==> config.mk <==
export PLATFORM = sky130hd
export DESIGN_NAME = sm83_fetch
export DESIGN_NICKNAME = d
export VERILOG_FILES = /design/src/rtl/sm83_fetch.sv
export SDC_FILE = /design/constraint.sdc
export NUM_CORES = 1
export LEC_CHECK = 0
export BUFFER_PORTS_ARGS = -buffer_cell sky130_fd_sc_hd__buf_2
export CAP_MARGIN = 20
export CORE_ASPECT_RATIO = 0.75
export CORE_UTILIZATION = 25
export CTS_CLUSTER_SIZE = 28
export DETAILED_ROUTE_END_ITERATION = 10
export GPL_TIMING_DRIVEN = 0
export HOLD_SLACK_MARGIN = 0.06
export SLEW_MARGIN = 20
export SYNTH_ARGS = -nofsm -noshare
export SYNTH_HDL_FRONTEND = slang
export SYNTH_SLANG_ARGS = --single-unit
==> constraint.sdc <==
create_clock -name clk -period 2.5 [get_ports clk]
set_clock_uncertainty 0.05 [all_clocks]
set_input_delay 0.125 -clock clk [delete_from_list [all_inputs] [get_ports clk]]
set_output_delay 0.125 -clock clk [all_outputs]
set_load 0.005 [all_outputs]
==> src/rtl/sm83_fetch.sv <==
// SM83 instruction fetch: byte bus in, one decoded-length instruction bundle out per valid/ready handoff.
// Optional macro SM83_FETCH_ILLEGAL_TRAP_EN: flag unused opcodes and stall fetch after handing them off.
module sm83_fetch #(
  parameter logic [15:0] RESET_PC = 16'h0000
) (
  input  logic        clk,
  input  logic        rst_n,
  output logic        mem_req,
  output logic [15:0] mem_addr,
  input  logic        mem_ack,
  input  logic [7:0]  mem_rdata,
  input  logic        redir_valid,
  input  logic [15:0] redir_pc,
  input  logic        hold,
  output logic        dec_valid,
  input  logic        dec_ready,
  output logic [7:0]  dec_op,
  output logic        dec_cb,
  output logic [15:0] dec_imm,
  output logic [1:0]  dec_imm_len,
  output logic [15:0] dec_pc,
  output logic        dec_illegal
);

  typedef enum logic [2:0] {
    S_OP     = 3'd0,
    S_CB     = 3'd1,
    S_IMM_LO = 3'd2,
    S_IMM_HI = 3'd3,
    S_OUT    = 3'd4
  } state_t;

  state_t      r_state;
  state_t      w_state_nxt;
  logic [15:0] r_pc;
  logic [15:0] r_dpc;
  logic [15:0] r_imm;
  logic [7:0]  r_op;
  logic [1:0]  r_len;
  logic        r_cb;
  logic        r_ill;
  logic        r_stall;
  logic        r_launched;
  logic        w_take;
  logic        w_illegal;
  logic [1:0]  w_len;

  function automatic logic [1:0] imm_len(input logic [7:0] op);
    case (op)
      8'h06, 8'h0E, 8'h16, 8'h1E, 8'h26, 8'h2E, 8'h36, 8'h3E,
      8'h10, 8'h18, 8'h20, 8'h28, 8'h30, 8'h38,
      8'hC6, 8'hCE, 8'hD6, 8'hDE, 8'hE6, 8'hEE, 8'hF6, 8'hFE,
      8'hE0, 8'hF0, 8'hE8, 8'hF8:                         imm_len = 2'd1;
      8'h01, 8'h11, 8'h21, 8'h31, 8'h08,
      8'hC2, 8'hC3, 8'hC4, 8'hCA, 8'hCC, 8'hCD,
      8'hD2, 8'hD4, 8'hDA, 8'hDC, 8'hEA, 8'hFA:           imm_len = 2'd2;
      default:                                            imm_len = 2'd0;
    endcase
  endfunction

`ifdef SM83_FETCH_ILLEGAL_TRAP_EN
  function automatic logic is_illegal(input logic [7:0] op);
    case (op)
      8'hD3, 8'hDB, 8'hDD, 8'hE3, 8'hE4, 8'hEB,
      8'hEC, 8'hED, 8'hF4, 8'hFC, 8'hFD: is_illegal = 1'b1;
      default:                           is_illegal = 1'b0;
    endcase
  endfunction
  assign w_illegal = is_illegal(mem_rdata);
`else
  assign w_illegal = 1'b0;
`endif

  assign w_len       = w_illegal ? 2'd0 : imm_len(mem_rdata);
  // A redirect in the same cycle as an ack discards the byte.
  assign w_take      = mem_req && mem_ack && !redir_valid;
  assign mem_addr    = r_pc;
  assign dec_valid   = (r_state == S_OUT);
  assign dec_op      = r_op;
  assign dec_cb      = r_cb;
  assign dec_imm     = r_imm;
  assign dec_imm_len = r_len;
  assign dec_pc      = r_dpc;
  assign dec_illegal = r_ill;

  always_comb begin
    w_state_nxt = r_state;
    mem_req     = 1'b0;
    case (r_state)
      S_OP: begin
        mem_req = r_launched;
        if (w_take) begin
          if (mem_rdata == 8'hCB)  w_state_nxt = S_CB;
          else if (w_len == 2'd0)  w_state_nxt = S_OUT;
          else                     w_state_nxt = S_IMM_LO;
        end
      end
      S_CB: begin
        mem_req = 1'b1;
        if (w_take) w_state_nxt = S_OUT;
      end
      S_IMM_LO: begin
        mem_req = 1'b1;
        if (w_take) w_state_nxt = (r_len == 2'd2) ? S_IMM_HI : S_OUT;
      end
      S_IMM_HI: begin
        mem_req = 1'b1;
        if (w_take) w_state_nxt = S_OUT;
      end
      S_OUT: begin
        if (dec_ready) w_state_nxt = S_OP;
      end
      default: w_state_nxt = S_OP;
    endcase
    if (redir_valid) w_state_nxt = S_OP;
  end

  always_ff @(posedge clk or negedge rst_n) begin
    if (!rst_n) r_state <= S_OP;
    else        r_state <= w_state_nxt;
  end

  // Request launch is registered so hold is only sampled before a request goes out
  // and async reset drops an outstanding request immediately.
  always_ff @(posedge clk or negedge rst_n) begin
    if (!rst_n) begin
      r_launched <= 1'b0;
    end else if (redir_valid || r_state != S_OP || w_take) begin
      r_launched <= 1'b0;
    end else if (!r_launched) begin
      r_launched <= !hold && !r_stall;
    end
  end

  always_ff @(posedge clk or negedge rst_n) begin
    if (!rst_n) begin
      r_pc    <= RESET_PC;
      r_dpc   <= 16'h0000;
      r_imm   <= 16'h0000;
      r_op    <= 8'h00;
      r_len   <= 2'd0;
      r_cb    <= 1'b0;
      r_ill   <= 1'b0;
      r_stall <= 1'b0;
    end else if (redir_valid) begin
      r_pc    <= redir_pc;
      r_ill   <= 1'b0;
      r_stall <= 1'b0;
    end else if (w_take) begin
      r_pc <= r_pc + 16'd1;
      case (r_state)
        S_OP: begin
          r_dpc <= r_pc;
          r_op  <= mem_rdata;
          r_imm <= 16'h0000;
          r_cb  <= (mem_rdata == 8'hCB);
          r_len <= (mem_rdata == 8'hCB) ? 2'd0 : w_len;
          r_ill <= w_illegal;
        end
        S_CB:     r_op        <= mem_rdata;
        S_IMM_LO: r_imm[7:0]  <= mem_rdata;
        S_IMM_HI: r_imm[15:8] <= mem_rdata;
        default:  r_op        <= r_op;
      endcase
    end else if (r_state == S_OUT && dec_ready && r_ill) begin
      r_stall <= 1'b1;
    end
  end

endmodule
-- After elaboration in Yosys (flattened, before gate mapping)
Index checks and enable logic that the tools add are counted.
- register bits: 65
- bits of input ports: 30
- word-level logic and storage cells: 121
- add/subtract/negate cells: 1
- equality and inequality tests: 54
- mux-type cells: 24
- bitwise logic cells: 1
- reduce and logical (&&, ||, !) cells: 30
- operators with widths (operator ; count):
    == test 8 bit (second input constant) ; 25
    == test 8 x 6 -> 1 bit (second input constant) ; 10
    == test 8 x 5 -> 1 bit (second input constant) ; 5
    2-to-1 mux 16 bit ; 2
    case mux 8 bit (2 select lines) ; 2
    OR reduction 26 bit ; 1
    2-to-1 mux 3 bit ; 8
    OR reduction 17 bit ; 1
    adder 16 x 1 -> 16 bit (second input constant) ; 1
    == test 8 x 4 -> 1 bit (second input constant) ; 2
    case mux 3 bit (4 select lines) ; 1
    AND reduction 3 bit ; 4
    nonzero test 2 bit ; 5
    == test 8 x 1 -> 1 bit (second input constant) ; 1
    == test 8 x 3 -> 1 bit (second input constant) ; 1
    2-to-1 mux 1 bit ; 8
    == test 3 x 2 -> 1 bit (second input constant) ; 2
    inequality test 3 bit (second input constant) ; 2
    logical AND 1 bit ; 5
    case mux 2 bit (2 select lines) ; 1
    AND reduction 2 bit ; 2
    AND reduction 4 bit ; 1
    OR reduction 2 bit ; 2
    == test 3 x 1 -> 1 bit (second input constant) ; 1
    14 further kinds ; 17

-- Logic depth before layout (Yosys ltp)
Gate-level depths: netlist (run 1).
- depth after elaboration: 9
- gate-level depth with buffers: 7

-- Worst setup path after synthesis (run 1)
No wires, ideal clock.
- path type: register -> register
- from: register r_state[0]
- to: register r_op[0], in the netlist dec_op[0]
- data arrival time: 1.545 ns
- required time: 2.325 ns
- setup slack: 0.781 ns
- stages on the path, launching flop included: 5
- buffers on the path: 0
- cell sequence: dfrtp_1 -> nor3_2 -> nor2_2 -> nand3b_2 -> mux2_2
- longest elaborated chain between the ends: 6
- RTL lines (element ; RTL line ; text):
    from (decl) ; 33 ; state_t r_state;
    from (signal assigned) ; 120 ; else r_state <= w_state_nxt;
    == test 3 x 2 -> 1 bit or == test 3 x 1 -> 1 bit (tied branches) ; 89, 151 ;
    OR reduction 3 bit (no line) ; -- ;
    case mux 1 bit (2 select lines) ; 89 ; case (r_state)
    logical AND 1 bit (2 in series) ; 76 ; assign w_take = mem_req && mem_ack && !redir_valid;
    AND reduction 3 bit (no line) (*) ; -- ;
    to (signal assigned) ; 154 ; r_op <= mem_rdata;
    to (signal assigned) ; 160 ; S_CB: r_op <= mem_rdata;
    to (signal assigned) ; 163 ; default: r_op <= r_op;
    to (decl) ; 38 ; logic [7:0] r_op;
Every way passes the cells marked *; elsewhere a longest branch is shown, timed or not.
A chain may end at the register's enable or synchronous reset.

-- Final worst setup path (run 1)
- from: register r_state[0]
- to: register r_dpc[12], in the netlist dec_pc[12]
- longest elaborated chain between the ends: 6
- RTL lines (element ; RTL line ; text):
    == test 3 x 2 -> 1 bit or == test 3 x 1 -> 1 bit (tied branches) ; 89 ;
    OR reduction 3 bit (no line) ; -- ;
    case mux 1 bit (2 select lines) ; 89 ;
    logical AND 1 bit (2 in series) ; 76 ;
    AND reduction 3 bit (no line) (*) ; -- ;
    to (signal assigned) ; 153 ; r_dpc <= r_pc;
    to (decl) ; 36 ; logic [15:0] r_dpc;
Marked as above.

==> out/results.tsv, run 1 <==
stage	metric	value	unit
clock_tree	post_cts_buffers	0	
place	io_buffer_count	87	
timing	slew_violations	0	
global_route	grt_pass1_wl	13.0	mm
place	gp_congestion	0.726	
clock_tree	path_clk_slew	0.05	ns
finish	layout_commonest_cell	buf_2	
power_and_ir_drop	ir_drop	0.322	mV
finish	area_delta_synth_final	38.2	%
finish	fillers	1159	
timing	worstMarginPinSlew	0.622	ns
floorplan	num_rows	33	
synth	synth_nets	306	
timing	finalHoldViolations	0	
synth	synth-simple-area-share	16.9	%
timing	fmax	489	MHz
floorplan	io-pin-count	92	
timing	holdWs	0.0777	ns
drt	first_pass_iters	4	
synth	syn_inst	275	
global_route	grt_pass1_vias	2403	
place	dp_hpwl	6.06	mm
place	postPlaceCellArea	3620	µm²
global_route	globalRouteTotalUtil	14.3	%
finish	diodes	0	
synth	syn_area	2960	µm²
global_route	grt_max_degree	48	
drt	wl_per_cell	15.2	µm
drt	routed_via_density	4.50	
finish	fin_nets	423	
setup_path	path_cells	nor4b_2 -> nand3b_1 -> clkbuf_1 -> mux2_2	
setup_path	required	2.66	ns
floorplan	die_w	128	µm
synth	yosys_warnings	0	
synth	synth_seq_cells	64	
clock_tree	cts_tree	built	
drt	antenna_left	0	
floorplan	design.die.area	12300	µm²
clock_tree	cts.sinks	64	
setup_path	cpPeakStageDelay	0.47	ns
finish	stdcell_count	553	
finish	drive_above_1_share	34.3	%
global_route	overflow	0	
setup_path	cp-end-kind	flip-flop	
synth	synthAdderAreaFrac	0.423	%
clock_tree	cts_buffers	9	
synth	synthArstFlopShare	100	%
floorplan	start_util	26.3	%
drt	wirelength	8.39	mm
synth	ys.flop_type	dfrtp_1	
timing	rsz0062_at_grt	false	
place	placed_cells_incl_taps	520	
setup_path	cp.arrival	2.21	ns
drt	vias	2490	
timing	slew_headroom	58.4	%
finish	regArea	1600	µm²
synth	synth_top_cell_by_area	dfrtp_1	
synth	synth_compound_area_share	11.4	%
floorplan	core-area	11200	µm²
synth	synth_edf_count	0	
finish	most-common-layout-cells	89 x buf_2, 64 x dfrtp_1, 32 x nand2_1, 29 x o21ai_0, 22 x mux2_2	
timing	setup_viol	0	
setup_path	cp_max_fo	10	
synth	synth_cell_types	42	
setup_path	critPathKind	reg2reg	
timing	final.period_utilization	81.8	%
worst_hold_path	hp-class	in2reg	
global_route	grt_antenna_before_repair	0	
synth	synth.area.top_cells	dfrtp_1 54%, mux2_2 8.4%, o21ai_0 4.9%	
drt	drc_errors	0	
floorplan	die_height	96.2	µm
clock_tree	root_buffer	clkbuf_16	
timing	tns	0	ns
power_and_ir_drop	leakage	1.95	nW
setup_path	critical-path-top-delay-family	simple AND/OR/NAND/NOR gates	
clock_tree	clockBufferDepth	2	
run	max_cap_viol_count	0	
setup_path	start_kind	flip-flop	
power_and_ir_drop	power_density	779	nW/µm²
clock_tree	htreeDepth	3	
synth	muxShareOfSynthArea	8.72	%
synth	seq_area_frac_synth	54.2	%
setup_path	crit_buf_inv	1	
setup_path	critPathSlowestCell	dfrtp_1	
drt	drtIter0Drc	80	
synth	avgSynthCellArea	10.8	µm²
synth	synth_top_area_share	54.2	%
outcome	status	complete, no violations	
clock_tree	clk_latency	0.33	ns
timing	fin_crit	2.04	ns
finish	fin_area	4090	µm²
finish	multi_input_area	1250	µm²
synth	synth_top_family_by_area	simple AND/OR/NAND/NOR gates	
synth	synth-xor-area-share	4.74	%
==> repair_timing <==
item | CTS | global route
hold endpoints to repair | 82 | 0
resized for setup | 0 | 0
hold buffers | 18 | 0
==> cell usage after synthesis, drive strengths merged, types with 3 or more instances <==
| master | instances |
|---|---|
| o21ai | 34 |
| xnor2 | 7 |
| dfrtp | 64 |
| buf | 5 |
| nand2b | 3 |
| a22o | 8 |
| xor2 | 9 |
| inv | 11 |
| mux2 | 22 |
| nand4 | 5 |
| nand3 | 15 |
| and3 | 5 |
| nor2 | 15 |
| nand2 | 32 |
| and4b | 3 |
| clkbuf | 9 |
| nor3 | 3 |
==> worst register-to-register path, delay by kind of cell (launching register included) <==
kind / cells / cell delay, ns
and+or+nand+nor: 2 / 0.70
DFF: 1 / 0.47
buffers and inverters: 1 / 0.37
muxes: 1 / 0.34
==> through the flow <==
step                      utilization (%)  power (mW)  setup slack [ns]
after CTS                            36.4        3.23             0.416
final                                36.4        3.19             0.456
after floorplan                         -        1.63             0.781
after global placement               32.0        1.92             0.456
after detailed placement             32.2        1.95             0.428
after global routing                 36.4        3.36             0.302
==> flip-flops by register name, indices dropped and copies added (netlist names) <==
register and count:
dec_cb 1, dec_imm 16, dec_imm_len 2, dec_op 8, dec_pc 16, mem_addr 16
r_launched 1, r_stall 1, r_state 3
==> cell families (layout without fill, tap and decap cells) <==
group	after synthesis	count (layout)
compound gates	52	52
xor+xnor	16	16
fa+ha+maj	1	1
buf+inv	25	146
flops	64	64
mux	23	23
other cells	1	1
simple gates	93	93
==> routing by layer <==
metal  global-route usage, %  part of all wire [%]  up-vias
met1                    19.3                    49     1216
met2                    20.7                    43       73
met4                    4.41                   1.1        0
met3                    5.84                   6.8        7
met5                       0                     0        -
li1                        -                     -     1194
==> where the power goes <==
part,internal [mW],switching (mW)
registers,1.23,0.120
logic,0.328,0.267
clock network,0.788,0.449
total,2.35,0.836
==> final cells by class <==
cell class	count	share of cell area, %
well taps	157	4.81
inverters	11	1.01
flip-flops and latches	64	39.2
repair buffers	106	15.8
plain buffers	14	1.56
multi-input cells	186	30.6
clock inverters	4	1.10
clock buffers	11	5.94
==> worst paths after layout <==
check / start / to / slack (ns) / cells past startpoint
setup / recovery: r_state[0] / dec_pc[12] / 0.46 / 4
hold / removal: mem_rdata[5] / dec_imm[13] / 0.08 / 3
setup reg to reg: r_state[0] / dec_pc[12] / 0.46 / 4
hold reg to reg: dec_pc[14] / dec_pc[14] / 0.42 / 2
max in group asynchronous: rst_n / mem_addr[9] / 1.71 / 3
min in group asynchronous: rst_n / dec_op[3] / 0.17 / 2
No activity file was read; power rests on OpenSTA's default activity.
==> inputs of run 2 (changes only) <==
--- a/config.mk
+++ b/config.mk
@@ -5,6 +5,7 @@
 export SDC_FILE = /design/constraint.sdc
 export NUM_CORES = 1
 export LEC_CHECK = 0
+export ABC_AREA = 1
 export BUFFER_PORTS_ARGS = -buffer_cell sky130_fd_sc_hd__buf_2
 export CAP_MARGIN = 20
 export CORE_ASPECT_RATIO = 0.75
==> constraint.sdc (replaced) <==
create_clock -name clk -period 1.8 [get_ports clk]
set_clock_uncertainty 0.05 [all_clocks]
set_input_delay 0.09 -clock clk [delete_from_list [all_inputs] [get_ports clk]]
set_output_delay 0.09 -clock clk [all_outputs]
set_load 0.005 [all_outputs]
==> run 2 against run 1 <==
Final cell count increased by 27%. Synthesized area increased by 6.2%. Clock power grew 61%. Final area up 11%. Non-clock buffer count rose by 14. First-iteration DRC count grew 70%. Synthesized cell count increased by 44%. Highest routed layer unchanged.
==> out/results.tsv, run 2 <==
stage	metric	value	unit
setup_path	cp_max_fo	10	
global_route	grt_pass1_vias	2929	
power_and_ir_drop	power_density	1060	nW/µm²
finish	regArea	1610	µm²
synth	synth.area.top_cells	dfrtp_1 51%, nand2_1 17%, o21ai_0 5.4%	
floorplan	core-area	12300	µm²
timing	setup_viol	0	
place	io_buffer_count	89	
drt	wl_per_cell	13.7	µm
setup_path	rr_worst_depth	10	
floorplan	start_util	25.6	%
synth	synth_top_area_share	51.0	%
drt	routed_via_density	4.40	
floorplan	design.die.area	13000	µm²
timing	setup_ws	0.0799	ns
drt	vias	3093	
finish	layout_commonest_cell	nand2_1	
global_route	overflow	0	
outcome	status	complete, no violations	
clock_tree	clk_latency	0.33	ns
setup_path	reg2reg_slack	0.08	ns
finish	most-common-layout-cells	145 x nand2_1, 90 x buf_2, 60 x dfrtp_1, 38 x inv_1, 30 x nor2_1	
finish	fillers	1290	
setup_path	crit_buf_inv	3	
clock_tree	clockBufferDepth	2	
synth	synthAdderAreaFrac	0.398	%
synth	synth_top_family_by_area	simple AND/OR/NAND/NOR gates	
clock_tree	htreeDepth	3	
setup_path	path_cells	nor2_2 -> a21oi_4 -> nand2_4 -> nor2_8 -> inv_8 -> nor2_8 -> inv_2 -> buf_2 -> nand2_1 -> o21ai_2	
setup_path	reg2reg_to	dec_imm_len[1]	
setup_path	critical-path-top-delay-family	simple AND/OR/NAND/NOR gates	
synth	syn_area	3140	µm²
drt	drtIter0Drc	136	
setup_path	startpoint	r_state[0]	
drt	first_pass_iters	4	
timing	slew_violations	0	
finish	fin_nets	563	
place	gp_congestion	0.877	
synth	synthArstFlopShare	100	%
synth	synth_edf_count	0	
clock_tree	root_buffer	clkbuf_16	
timing	final.period_utilization	95.6	%
drt	drc_errors	0	
place	place_ws	-0.170	ns
run	max_cap_viol_count	0	
clock_tree	cts.sinks	64	
synth	synth_compound_area_share	11.0	%
setup_path	cp-end-kind	flip-flop	
drt	wirelength	9.65	mm
synth	ys.flop_type	dfrtp_1	
floorplan	die_height	99.1	µm
setup_path	cp.arrival	1.88	ns
synth	post-synth-top-count-cell	nand2_1	
global_route	grt_max_degree	48	
setup_path	crit_cells	10	
place	dp_hpwl	6.98	mm
setup_path	timing.rr.start	r_state[0]	
synth	muxShareOfSynthArea	0	%
clock_tree	cts_buffers	9	
setup_path	cpPeakStageDelay	0.40	ns
power_and_ir_drop	p_total	4.80	mW
finish	diodes	0	
worst_hold_path	hp-class	in2reg	
synth	avgSynthCellArea	7.95	µm²
synth	yosys_warnings	0	
clock_tree	path_clk_slew	0.06	ns
global_route	globalRouteTotalUtil	15.0	%
setup_path	required	1.96	ns
synth	synth_cell_types	32	
synth	syn_inst	395	
timing	fin_crit	1.72	ns
finish	area_delta_synth_final	44.3	%
synth	synth-xor-area-share	2.51	%
power_and_ir_drop	ir_drop	0.443	mV
drt	antenna_left	0	
floorplan	num_rows	35	
global_route	grt_pass1_wl	15.3	mm
finish	drive_above_1_share	26.3	%
power_and_ir_drop	leakage	2.38	nW
synth	seq_area_frac_synth	51.0	%
synth	netlist_top_cells_count	146 x nand2_1, 64 x dfrtp_1, 38 x inv_1	
finish	multi_input_area	1360	µm²
setup_path	crit_path_frequent_cell	nor2_8	
synth	synth_top_cell_by_area	dfrtp_1	
global_route	grt_antenna_before_repair	0	
synth	synth_nets	426	
setup_path	critPathKind	reg2reg	
setup_path	start_kind	flip-flop	
floorplan	io-pin-count	92	
floorplan	die_w	131	µm
timing	fmax	581	MHz
setup_path	critPathSlowestCell	dfrtp_2	
timing	finalHoldViolations	0	
worst_hold_path	hp-start	redir_valid	
synth	synth-simple-area-share	28.4	%
setup_path	crit_path_end	dec_imm_len[1]	
clock_tree	cts_tree	built	
synth	synth_seq_cells	64	
run 2: worst min-delay path: stages:
cell     delay (ns)
buf_2          0.19
nand2_1        0.09
a31oi_1        0.07
run 2: how the worst min path moves through the flow:
stage / end / slack (ns) / depth (start not counted)
final: mem_addr[1] / 0.09 / 3
after global placement: mem_addr[15] / 0.27 / 3
after floorplan: dec_cb / -0.26 / 0
after global routing: dec_pc[15] / 0.13 / 2
after detailed placement: dec_pc[15] / -0.07 / 1
after CTS: mem_addr[1] / 0.09 / 3
run 2: stage by stage:
| stage | hold WS (ns) | setup TNS (ns) | instances | utilization [%] | area (µm²) |
|---|---|---|---|---|---|
| CTS | 0.0878 | 0 | 696 | 36.3 | 4450 |
| finish | 0.0931 | 0 | 703 | 36.9 | 4530 |
| detailed placement | -0.0681 | -2.25 | 651 | 31.2 | 3820 |
| global placement | 0.271 | -1.01 | 650 | 30.9 | 3790 |
| global route | 0.130 | -0.0320 | 703 | 36.9 | 4530 |
| floorplan | -0.256 | 0 | 395 | - | 3140 |
run 2: kinds of logic (layout without fill, tap and decap cells):
family                     after synthesis  in the layout
DFF                                     64             64
buffers and inverters                   49            191
and+or+nand+nor                        214            214
adders and majority gates                1              1
other                                    1              1
xor gates and xnor gates                 9              9
AOI/OAI and AO/OA                       57             57
run 2: power breakdown:
| part | internal, mW | leakage, nW | switching [mW] |
|---|---|---|---|
| Combinational | 0.433 | 1.40 | 0.491 |
| Clock | 1.35 | 0.162 | 0.654 |
| Sequential | 1.70 | 0.821 | 0.179 |
run 2: repair_timing:
action	CTS	global route
resized for setup	3	19
setup endpoints to repair	33	49
buffers inserted	2	8
pin swaps	1	4
hold endpoints to repair	90	0
hold buffers	27	0
run 2: per-layer routing:
metal | part of all wire [%] | vias to the layer above | track usage [%]
met4 | 0.73 | 0 | 5.10
met1 | 47 | 1463 | 20.3
met5 | 0 | - | 0
met2 | 46 | 90 | 23.2
met3 | 6.2 | 6 | 3.96
li1 | - | 1534 | -
run 2: final cells by class:
class	instances	share of cell area [%]
flip-flops and latches	64	35.5
multi-input cells	282	29.9
repair buffers	127	18.1
clock buffers	10	5.05
well taps	166	4.58
inverters	41	3.56
clock inverters	6	2.38
plain buffers	7	0.939
==> inputs of run 3 (changes only) <==
--- a/config.mk
+++ b/config.mk
@@ -5,7 +5,7 @@
 export SDC_FILE = /design/constraint.sdc
 export NUM_CORES = 1
 export LEC_CHECK = 0
-export ABC_AREA = 1
+export ABC_AREA = 0
 export BUFFER_PORTS_ARGS = -buffer_cell sky130_fd_sc_hd__buf_2
 export CAP_MARGIN = 20
 export CORE_ASPECT_RATIO = 0.75
==> run 3 against run 2 <==
Maximum frequency is essentially flat. Critical path depth shrank 5. Register-to-register slack is essentially flat. Non-clock buffer count shrank 2. Critical endpoint is now dec_pc[12]. Largest cell class unchanged.
==> out/results.tsv, run 3 (synthesis results as in run 1) <==
stage	metric	value	unit
timing	finalHoldViolations	0	
power_and_ir_drop	power_density	1050	nW/µm²
timing	slew_headroom	59.8	%
finish	area_delta_synth_final	44.2	%
finish	layout_commonest_cell	buf_2	
global_route	grt_pass1_wl	13.3	mm
timing	final.period_utilization	95.6	%
clock_tree	cts_tree	built	
finish	most-common-layout-cells	88 x buf_2, 61 x dfrtp_1, 32 x nand2_1, 26 x o21ai_0, 23 x dlygate4sd3_1	
timing	setup_viol	0	
clock_tree	clockBufferDepth	2	
run	max_cap_viol_count	0	
worst_hold_path	hp-class	in2reg	
floorplan	die_w	128	µm
place	io_buffer_count	87	
finish	fin_nets	435	
drt	vias	2523	
setup_path	cp-end-kind	flip-flop	
drt	routed_via_density	4.47	
clock_tree	root_buffer	clkbuf_16	
timing	slew_violations	0	
finish	drive_above_1_share	38.0	%
floorplan	core-area	11200	µm²
setup_path	cp_max_fo	10	
power_and_ir_drop	leakage	2.03	nW
drt	drc_errors	0	
setup_path	start_kind	flip-flop	
floorplan	io-pin-count	92	
floorplan	die_height	96.2	µm
setup_path	required	1.96	ns
global_route	grt_max_degree	48	
clock_tree	clk_latency	0.33	ns
drt	antenna_left	0	
drt	wirelength	8.54	mm
floorplan	num_rows	33	
drt	first_pass_iters	4	
clock_tree	cts.sinks	64	
clock_tree	path_clk_slew	0.05	ns
global_route	grt_pass1_vias	2467	
setup_path	critPathKind	reg2reg	
setup_path	cp.arrival	1.88	ns
outcome	status	complete, no violations	
timing	fin_crit	1.72	ns
global_route	grt_antenna_before_repair	0	
clock_tree	cts_buffers	9	
finish	diodes	0	
floorplan	design.die.area	12300	µm²
timing	holdWs	0.0859	ns
clock_tree	htreeDepth	3	
finish	fin_area	4260	µm²
drt	wl_per_cell	15.1	µm
place	dp_hpwl	6.06	mm
timing	fmax	581	MHz
global_route	globalRouteTotalUtil	14.6	%
power_and_ir_drop	ir_drop	0.446	mV
place	postPlaceCellArea	3620	µm²
place	gp_congestion	0.726	
floorplan	start_util	26.3	%
global_route	overflow	0	
drt	drtIter0Drc	70	
timing	worstMarginPinSlew	0.600	ns
==> run 3: worst max-delay path, stage by stage, from the launching register on <==
cell and delay [ns]:
dfrtp_2 0.46, nor4b_4 0.32, nand3b_1 0.12, buf_4 0.18
buf_2 0.20, mux2_2 0.29
==> run 3: metal layers <==
layer / global-route usage, % / wire length (µm) / vias up
met5: 0 / 0 / -
met4: 4.41 / 90 / 0
met3: 5.84 / 589 / 7
met2: 21.5 / 3770 / 67
met1: 19.6 / 4100 / 1233
li1: - / - / 1216
==> run 3: final timing paths <==
path	cells past startpoint	slack [ns]	from	endpoint
hold reg to reg	2	0.42	dec_pc[14]	dec_pc[14]
setup reg to reg	5	0.08	r_state[2]	dec_pc[12]
max in group asynchronous	3	1.03	rst_n	r_state[2]
setup / recovery	5	0.08	r_state[2]	dec_pc[12]
hold / removal	2	0.09	redir_valid	r_stall
min in group asynchronous	2	0.14	rst_n	dec_op[3]
==> run 3: metrics by stage <==
step | setup slack [ns] | TNS, ns | utilization [%] | power, mW | std cells
finish | 0.0788 | 0 | 38.0 | 4.46 | 565
global route | -0.00838 | -0.0175 | 38.0 | 4.71 | 565
CTS | -0.0310 | -0.314 | 37.4 | 4.51 | 562
detailed placement | -0.272 | -6.21 | 32.2 | 2.71 | 520
global placement | -0.244 | -4.73 | 32.0 | 2.67 | 519
floorplan | 0.0806 | 0 | - | 2.26 | 275
==> run 3: repair_timing <==
action                     in CTS  in global routing
setup endpoints to repair      39                 39
resized for setup               7                 18
pin swaps                       4                  4
buffers inserted                4                  4
hold buffers                   23                  0
hold endpoints to repair       91                  0
==> run 3: final cells by class <==
class,count,area [µm²]
clock inverter,4,45.0
sequential,64,1610
tap,157,196
buffer,13,70.1
timing repair buffer,119,759
inverter,11,41.3
clock buffer,11,243
multi-input combinational,186,1300
fill,1142,6970
==> run 3: where the power goes <==
part / leakage (nW) / total [mW] / internal, mW / switching (mW)
logic: 1.07 / 0.867 / 0.486 / 0.381
clock network: 0.145 / 1.71 / 1.09 / 0.617
registers: 0.816 / 1.88 / 1.71 / 0.169
total: 2.03 / 4.46 / 3.29 / 1.17
